==> src/rtl/boot_ctrl_pkg.sv <==
// rtl/boot_ctrl_pkg.sv - shared types and default constants for the boot sequencer
package boot_ctrl_pkg;

  typedef enum logic [2:0] {
    ST_IDLE = 3'd0,
    ST_LOAD = 3'd1,
    ST_HOLD = 3'd2,
    ST_RUN  = 3'd3
  } state_e;

  typedef enum logic [1:0] {
    OWN_NONE = 2'd0,
    OWN_SPI  = 2'd1,
    OWN_DBG  = 2'd2
  } owner_e;

  localparam logic [31:0] CFG_ADDR_DEF      = 32'h1A10_7008;
  localparam logic [31:0] BOOT_ADDR_RST_DEF = 32'h0000_8000;

endpackage

==> src/rtl/boot_ctrl_arb.sv <==
// rtl/boot_ctrl_arb.sv - 2-way fixed-priority (debug first) burst-lock write arbiter
module boot_ctrl_arb
  import boot_ctrl_pkg::*;
(
  input  logic   clk,
  input  logic   rst,
  input  logic   block_i,
  input  logic   spi_req_i,
  input  logic   spi_last_i,
  input  logic   dbg_req_i,
  input  logic   dbg_last_i,
  input  logic   accept_i,
  output logic   sel_spi_o,
  output logic   sel_dbg_o,
  output owner_e owner_o
);

  owner_e owner_q, owner_d;

  always_comb begin
    sel_spi_o = 1'b0;
    sel_dbg_o = 1'b0;
    if (!block_i) begin
      case (owner_q)
        OWN_SPI: sel_spi_o = spi_req_i;
        OWN_DBG: sel_dbg_o = dbg_req_i;
        default: begin
          sel_dbg_o = dbg_req_i;
          sel_spi_o = spi_req_i && !dbg_req_i;
        end
      endcase
    end
  end

  // Ownership is taken on the first accepted beat and released on the accepted last beat.
  always_comb begin
    owner_d = owner_q;
    if (accept_i) begin
      if (sel_dbg_o) begin
        owner_d = dbg_last_i ? OWN_NONE : OWN_DBG;
      end else if (sel_spi_o) begin
        owner_d = spi_last_i ? OWN_NONE : OWN_SPI;
      end
    end
  end

  always_ff @(posedge clk) begin
    if (rst) begin
      owner_q <= OWN_NONE;
    end else begin
      owner_q <= owner_d;
    end
  end

  assign owner_o = owner_q;

endmodule

==> src/rtl/boot_ctrl.sv <==
// rtl/boot_ctrl.sv - boot sequencer: shares the memory write port, intercepts the
// boot-address register and releases core fetch enable after load plus settle delay
module boot_ctrl
  import boot_ctrl_pkg::*;
#(
  parameter int unsigned             ADDR_WIDTH    = 32,
  parameter int unsigned             DATA_WIDTH    = 32,
  parameter int unsigned             HOLD_CYCLES   = 16,
  parameter logic [ADDR_WIDTH-1:0]   BOOT_ADDR_RST = BOOT_ADDR_RST_DEF,
  parameter logic [ADDR_WIDTH-1:0]   CFG_ADDR      = CFG_ADDR_DEF
) (
  input  logic                  clk,
  input  logic                  rst,
  input  logic                  spi_req_i,
  input  logic [ADDR_WIDTH-1:0] spi_addr_i,
  input  logic [DATA_WIDTH-1:0] spi_wdata_i,
  input  logic                  spi_last_i,
  output logic                  spi_gnt_o,
  input  logic                  dbg_req_i,
  input  logic [ADDR_WIDTH-1:0] dbg_addr_i,
  input  logic [DATA_WIDTH-1:0] dbg_wdata_i,
  input  logic                  dbg_last_i,
  output logic                  dbg_gnt_o,
  output logic                  mem_req_o,
  output logic [ADDR_WIDTH-1:0] mem_addr_o,
  output logic [DATA_WIDTH-1:0] mem_wdata_o,
  input  logic                  mem_gnt_i,
  input  logic                  fetch_enable_i,
  output logic                  fetch_enable_o,
  output logic [ADDR_WIDTH-1:0] boot_addr_o,
  output logic [2:0]            state_o,
  output logic [15:0]           wr_count_o
);

  localparam logic [15:0] HOLD_LD = 16'(HOLD_CYCLES);

  state_e                state_q, state_d;
  logic [15:0]           cnt_q, cnt_d;
  logic                  fetch_en_q, fetch_en_d;
  logic [ADDR_WIDTH-1:0] boot_addr_q, boot_addr_d;
  logic [15:0]           wr_count_q, wr_count_d;

  logic                  sel_spi, sel_dbg, valid, is_cfg, accept, fwd_accept, load_done;
  logic [ADDR_WIDTH-1:0] sel_addr;
  logic [DATA_WIDTH-1:0] sel_wdata;
  owner_e                owner;

  // Reset also blocks grants so a beat presented during reset is never acknowledged.
  boot_ctrl_arb u_arb (
    .clk        (clk),
    .rst        (rst),
    .block_i    ((state_q == ST_HOLD) || rst),
    .spi_req_i  (spi_req_i),
    .spi_last_i (spi_last_i),
    .dbg_req_i  (dbg_req_i),
    .dbg_last_i (dbg_last_i),
    .accept_i   (accept),
    .sel_spi_o  (sel_spi),
    .sel_dbg_o  (sel_dbg),
    .owner_o    (owner)
  );

  always_comb begin
    sel_addr   = sel_dbg ? dbg_addr_i  : spi_addr_i;
    sel_wdata  = sel_dbg ? dbg_wdata_i : spi_wdata_i;
    valid      = sel_spi || sel_dbg;
    is_cfg     = valid && (sel_addr == CFG_ADDR);
    mem_req_o  = valid && !is_cfg;
    fwd_accept = mem_req_o && mem_gnt_i;
    accept     = is_cfg || fwd_accept;
    load_done  = fetch_enable_i && (owner == OWN_NONE) && !spi_req_i && !dbg_req_i;
  end

  assign mem_addr_o  = sel_addr;
  assign mem_wdata_o = sel_wdata;
  assign spi_gnt_o   = accept && sel_spi;
  assign dbg_gnt_o   = accept && sel_dbg;

  always_comb begin
    state_d = state_q;
    cnt_d   = cnt_q;
    case (state_q)
      ST_IDLE, ST_LOAD: begin
        if (load_done) begin
          state_d = ST_HOLD;
          cnt_d   = HOLD_LD;
        end else if (accept) begin
          state_d = ST_LOAD;
        end
      end
      ST_HOLD: begin
        // A counter of 0 or 1 ends HOLD this cycle, so HOLD_CYCLES=0 still spends one cycle here.
        if (!fetch_enable_i) begin
          state_d = ST_LOAD;
        end else if (cnt_q <= 16'd1) begin
          state_d = ST_RUN;
        end else begin
          cnt_d = cnt_q - 16'd1;
        end
      end
      default: state_d = ST_RUN;
    endcase
    fetch_en_d = (state_d == ST_RUN);
  end

  always_comb begin
    boot_addr_d = boot_addr_q;
    if (is_cfg && state_q != ST_RUN) begin
      boot_addr_d = sel_wdata[ADDR_WIDTH-1:0];
    end
    wr_count_d = wr_count_q;
    if (fwd_accept && wr_count_q != 16'hFFFF) begin
      wr_count_d = wr_count_q + 16'd1;
    end
  end

  always_ff @(posedge clk) begin
    if (rst) begin
      state_q     <= ST_IDLE;
      cnt_q       <= 16'd0;
      fetch_en_q  <= 1'b0;
      boot_addr_q <= BOOT_ADDR_RST;
      wr_count_q  <= 16'd0;
    end else begin
      state_q     <= state_d;
      cnt_q       <= cnt_d;
      fetch_en_q  <= fetch_en_d;
      boot_addr_q <= boot_addr_d;
      wr_count_q  <= wr_count_d;
    end
  end

  assign fetch_enable_o = fetch_en_q;
  assign boot_addr_o    = boot_addr_q;
  assign state_o        = state_q;
  assign wr_count_o     = wr_count_q;

endmodule

==> config.mk <==
export PLATFORM = sky130hd
export DESIGN_NAME = boot_ctrl
export DESIGN_NICKNAME = d
export VERILOG_FILES = /design/src/rtl/boot_ctrl_pkg.sv /design/src/rtl/boot_ctrl_arb.sv /design/src/rtl/boot_ctrl.sv
export SDC_FILE = /design/constraint.sdc
export NUM_CORES = 1
export LEC_CHECK = 0
export ABC_AREA = 1
export CAP_MARGIN = 5
export CORE_MARGIN = 3
export CORE_UTILIZATION = 42
export DETAILED_ROUTE_END_ITERATION = 8
export PLACE_DENSITY = 0.95
export SLEW_MARGIN = 20
export SYNTH_ARGS = -nofsm -noshare
export SYNTH_HDL_FRONTEND = slang
export SYNTH_SLANG_ARGS = --single-unit
==> constraint.sdc <==
create_clock -name clk -period 8.85 [get_ports clk]
set_input_delay 2.2125 -clock clk [delete_from_list [all_inputs] [get_ports clk]]
set_output_delay 2.2125 -clock clk [all_outputs]
set_load 0.1 [all_outputs]
==> metrics.cfg, run 1 <==
[sta]
fin_crit_ns=7.69
setup_viol=0
worst_slack_ns=1.16
fmax_ghz=0.130
worst_slew_pin_slew_ns=1.02
hold_viol=0
max_slew_margin_pct=31.9
slew_viol_final=0
final.setup_skew_ns=0.00821
fin_crit_sh_pct=86.9
holdWs_ns=0.481
tns_ns=0
rsz0062_at_grt=false

[die]
num_rows=37
dieArea_um2=12200
core_um2=10500
ios=255
start_util_pct=43.7
die_x_um=110
fp.dieH_um=110

[synthesis]
synth_edf_count=0
synth.avg_cell_area_um2=5.86
ys_seq_elements=70
synth-simple-area-share_pct=41.0
syn_area_um2=4570
yosys.area.top_type=dfxtp_1
synth_compound_area_share_pct=9.19
synth_most_common_cell=nand2_1
yosys-top-cells-area=dfxtp_1 31%, nand2_1 22%, nor2_1 9.2%
synth_cell_type_count=36
synth_mux_area_share_pct=0
yosysSeqAreaShare_pct=30.6
syn_inst=781
yosysWarnings=0
synth_xor_area_share_pct=3.06
synth.top_cell.area_share_pct=30.6
mappedNetlistNets=922
synth_adder_area_share_pct=1.37
synth_flop_cell=dfxtp_1
synth_common_cells=274 x nand2_1, 112 x nor2_1, 111 x inv_1
synth_top_family_by_area=simple AND/OR/NAND/NOR gates
ys_async_sr_fraction_pct=0

[placed_design]
dp_cells=1138
post-place-ws_ns=1.19
place.port_buffers=254
gp_congestion=0.921
place_hpwl_um=13500

[pwr]
powerDensity_nw_per_um2=177
power.total_mw=1.41
vdd_ir_drop_max_uv=162
total_leakage_power_nw=3.68

[setup_path]
path_common_cell=nand2_1
slowest_stage=nor2_4
cp.arrival_ns=5.48
cp_cell_sequence=clkdlybuf4s50_1, inv_2, nor2_4, nand3_2, buf_4, nand2_1, nand2_1, nand2_1, nor2_1, nand2_1, nor2_1, nand2_1, nand3_2, nand2_1, inv_1, nor2_1, buf_12
reg2reg_to=boot_addr_o[28]$_SDFFE_PP0P_
timing.rr.start=state_o[1]$_SDFF_PP0_
cp_max_fo=66
worstSetupPathType=in -> out
rrSetupSlack_ns=4.79
start_kind=input pin
reg2reg_depth=15
slowest_delay_ns=0.54
crit_required_ns=6.64
startpoint=dbg_req_i
crit_path_end_kind=primary output
endpoint=spi_gnt_o

[cells_and_area]
antenna_cells=0
drive_above_1_share_pct=10.0
finalNonFillerCells=1154
nets=1154
syn2layout_area_growth_pct=73.7

[run]
cap_violations=0

[routing]
drc=0
vias=5814
drt_iter0_drc=365
wirelength_um=17800
drt_pre_antenna_iters=5
avgViaCountPerCell=5.04
wire_per_inst_um=15.4
final_antenna_net_count=0

[global_routing]
antenna_found_initial=0
grt_overflow=0
grt_pass1_vias=5657
grtUsageTotal_pct=29.1
grt_max_degree=67
grt_pass1_wl_um=27500

[clock_network]
clk_pin_slew_ns=0.08
insertion_delay_ns=0.35
cts_buffer_depth=2
hold_buffers=0
cts_tree=yes
cts.sinks=70
h-tree-depth=3
root_buffer=clkbuf_8
ctsResizeCount=0
cts_setup_buffers=0
cts_buffers=9

[worst_hold_path]
hold_path_class=reg -> reg

[status]
outcome=completed

==> worst max-delay path, delay by kind of cell <==
kind	cells	cell delay (ns)
AND/OR/NAND/NOR	12	1.95
buffers and inverters	5	1.28
==> cells in the final DEF (no fill, tap or decap), drive strengths merged <==
master         instances
nor3                  10
xor2                  10
o211ai                 1
clkdlybuf4s50        187
buf                   70
xnor2                  6
dfxtp                 70
nor2                 114
o21bai                 1
o21a                   1
nand3b                 2
inv                  118
or2                    1
ha                     5
nand2                274
clkinv                 4
clkbuf                10
nand4                 34
nor4                   3
nand3                 13
or3                    1
bufinv                 3
a21oi                 34
o31ai                  1
conb                   1
o21ai                 44
==> power breakdown <==
part	switching, mW	internal, mW	leakage [nW]	total, mW
clock	0.126	0.194	0.126	0.321
combinational	0.479	0.251	2.99	0.730
sequential	0.0205	0.337	0.566	0.358
==> final cells by class <==
cell class | instances | area [um2]
Clock inverter | 6 | 109
Timing Repair Buffer | 257 | 3170
Inverter | 119 | 450
Tap cell | 136 | 170
Fill cell | 727 | 2520
Clock buffer | 10 | 138
Multi-Input combinational cell | 556 | 2500
Sequential cell | 70 | 1400
==> through the flow <==
step           cell area, um2  util, %
6_report                 7940     75.9
5_1_grt                  7940     75.9
4_1_cts                  7940     75.9
3_5_place_dp             7700     73.6
3_3_place_gp             7700     73.6
2_1_floorplan            4570        -
==> kinds of logic after synthesis <==
| kind of cell | after synthesis |
|---|---|
| other cells | 1 |
| xor+xnor | 16 |
| flops | 70 |
| buf+inv | 155 |
| fa+ha+maj | 5 |
| simple gates | 452 |
| compound gates | 82 |
==> layer usage <==
metal  vias up  wire length, um  GRT usage (%)
met5         -                0              0
met4         0              760           12.8
met3        52             1480           9.96
met2       285             9150           50.6
met1      2618             6410           31.9
li1       2859                -              -
==> worst min path at each step <==
| stage | startpoint | endpoint | slack (ns) | cells after the start |
|---|---|---|---|---|
| 3_3_place_gp | cnt_q[8]$_SDFFE_PP0P_ | cnt_q[8]$_SDFFE_PP0P_ | 0.45 | 1 |
| 4_1_cts | cnt_q[7]$_SDFFE_PP0P_ | cnt_q[7]$_SDFFE_PP0P_ | 0.48 | 1 |
| 5_1_grt | cnt_q[7]$_SDFFE_PP0P_ | cnt_q[7]$_SDFFE_PP0P_ | 0.50 | 1 |
| 2_1_floorplan | cnt_q[10]$_SDFFE_PP0P_ | cnt_q[10]$_SDFFE_PP0P_ | 0.44 | 1 |
| 6_report | cnt_q[7]$_SDFFE_PP0P_ | cnt_q[7]$_SDFFE_PP0P_ | 0.48 | 1 |
| 3_5_place_dp | cnt_q[8]$_SDFFE_PP0P_ | cnt_q[8]$_SDFFE_PP0P_ | 0.47 | 1 |
==> sequential cells by signal, summed over array words and instances, names as in the netlist <==
register,cells
boot_addr_o,32
fetch_enable_o,1
cnt_q,16
wr_count_o,16
u_arb.owner_o,2
state_o,3
(Power assumes the default switching activity.)
==> run 2: changes to the inputs <==
--- a/config.mk
+++ b/config.mk
@@ -7,8 +7,10 @@
 export LEC_CHECK = 0
 export ABC_AREA = 1
 export CAP_MARGIN = 5
+export CORE_ASPECT_RATIO = 0.75
 export CORE_MARGIN = 3
 export CORE_UTILIZATION = 42
+export CTS_CLUSTER_SIZE = 25
 export DETAILED_ROUTE_END_ITERATION = 8
 export PLACE_DENSITY = 0.95
 export SLEW_MARGIN = 20
==> run 2 against run 1 <==
Compared with the run above:
- sequential share of layout area decreased by 0.17 points
- critical path depth increased by 1
- clock power increased by 24%
- sequential cell count unchanged
- utilization increased by 0.82 points
- die area increased by 0.11%
- critical endpoint unchanged
- largest power group unchanged
==> metrics.cfg, run 2 (synthesized netlist as in run 1, its figures left out) <==
[setup_path]
cp_cell_sequence=clkdlybuf4s50_1, inv_2, nor2_4, nand3_2, inv_4, nand2_1, nand2_1, nand2_1, nor2_1, nand2_1, nor2_1, nand2_1, inv_2, nand2_1, nand2_1, inv_1, nor2_1, buf_12
cp_max_fo=37
crit_path_end_kind=primary output
reg2reg_depth=16
slowest_delay_ns=0.53
rrSetupSlack_ns=4.76
crit_required_ns=6.64
start_kind=input pin
crit_family=simple AND/OR/NAND/NOR gates
reg2reg_to=boot_addr_o[27]$_SDFFE_PP0P_
cp.depth=18
slowest_stage=nor2_4
path_common_cell=nand2_1
cp.arrival_ns=5.44
worstSetupPathType=in -> out
timing.rr.start=state_o[0]$_SDFF_PP0_
path_buf_inv=6

[die]
num_rows=32
die_x_um=126
start_util_pct=43.8
core_um2=10500
fp.dieH_um=96.4
dieArea_um2=12200
ios=255

[sta]
fin_crit_ns=7.65
setup_viol=0
max_slew_margin_pct=30.3
slew_viol_final=0
final.setup_skew_ns=0.00992
tns_ns=0
worst_slack_ns=1.20
fin_crit_sh_pct=86.5
worst_slew_pin_slew_ns=1.04
hold_viol=0
fmax_ghz=0.131
holdWs_ns=0.485
rsz0062_at_grt=false

[global_routing]
grt_overflow=0
grt_pass1_wl_um=28900
grt_max_degree=67
antenna_found_initial=0
grtUsageTotal_pct=30.0
grt_pass1_vias=5790

[routing]
avgViaCountPerCell=5.16
wire_per_inst_um=16.5
drt_iter0_drc=444
drt_pre_antenna_iters=6
final_antenna_net_count=0
drc=0
wirelength_um=19000
vias=5960

[cells_and_area]
final_common_cell=nand2_1
layout_common_cells=274 x nand2_1, 187 x clkdlybuf4s50_1, 112 x nor2_1, 111 x inv_1, 70 x dfxtp_1
finalNonFillerCells=1154
drive_above_1_share_pct=10.0
regArea_um2=1400
n_fill_cell=686
syn2layout_area_growth_pct=75.3
largest_reg_flops=32
multi_input_area_um2=2500
antenna_cells=0
nets=1154

[status]
outcome=completed

[clock_network]
cts_tree=yes
cts_setup_buffers=0
h-tree-depth=3
hold_buffers=0
insertion_delay_ns=0.34
root_buffer=clkbuf_16
ctsResizeCount=0
cts_buffers=9
cts_buffer_depth=2
cts.sinks=70
clk_pin_slew_ns=0.06

[pwr]
powerDensity_nw_per_um2=188
total_leakage_power_nw=3.72
vdd_ir_drop_max_uv=130
power.total_mw=1.51

[worst_hold_path]
hold_path_class=reg -> reg
worstHoldStart=cnt_q[10]$_SDFFE_PP0P_
holdPathStages=1
whs_endpoint=cnt_q[10]$_SDFFE_PP0P_

[placed_design]
place_hpwl_um=14600
post-place-ws_ns=1.21
gp_congestion=0.927
place.port_buffers=254
dp_cells=1138

[run]
cap_violations=0

## run 2: changes by cell type in the layout (fill, tap and decap cells not counted), sizes merged
cell	before	now
inv	118	119
bufinv	3	2
## run 2: area by class of cell
cell class / instances / share of cell area [%]
Timing Repair Buffer: 257 / 39.6
Clock inverter: 6 / 1.05
Tap cell: 136 / 2.12
Multi-Input combinational cell: 556 / 31.2
Inverter: 119 / 5.62
Clock buffer: 10 / 2.98
Sequential cell: 70 / 17.5
## run 2: where the power goes
group	leakage [nW]	switching, mW	internal [mW]
sequential	0.566	0.0239	0.338
clock	0.163	0.143	0.254
combinational	2.99	0.499	0.251
## run 2: per-layer routing
| metal | track usage (%) | vias up | part of all wire [%] | wire, um |
|---|---|---|---|---|
| met1 | 33.0 | 2712 | 36 | 6900 |
| met5 | 0 | - | 0 | 0 |
| met4 | 13.8 | 0 | 4.6 | 872 |
| met2 | 52.9 | 326 | 50 | 9510 |
| met3 | 10.4 | 69 | 9.1 | 1730 |
| li1 | - | 2853 | - | - |
## run 2: worst max path at each step
stage                end  slack (ns)       from
2_1_floorplan  dbg_gnt_o        1.14        rst
3_3_place_gp   spi_gnt_o        1.39  dbg_req_i
3_5_place_dp   spi_gnt_o        1.21  dbg_req_i
4_1_cts        spi_gnt_o        1.20  dbg_req_i
5_1_grt        spi_gnt_o        0.89  dbg_req_i
6_report       spi_gnt_o        1.20  dbg_req_i
## run 2: per-stage QoR
step	utilization (%)	instance area, um2
2_1_floorplan	-	4570
3_3_place_gp	73.6	7700
3_5_place_dp	73.6	7700
4_1_cts	76.7	8020
5_1_grt	76.7	8020
6_report	76.7	8020
==> run 3: changes to the inputs <==
--- a/config.mk
+++ b/config.mk
@@ -6,7 +6,6 @@
 export NUM_CORES = 1
 export LEC_CHECK = 0
 export ABC_AREA = 1
-export CAP_MARGIN = 5
 export CORE_ASPECT_RATIO = 0.75
 export CORE_MARGIN = 3
 export CORE_UTILIZATION = 42
==> results of run 3 <==
Same layout as run 2: the final DEF is identical, and so are final timing and power.
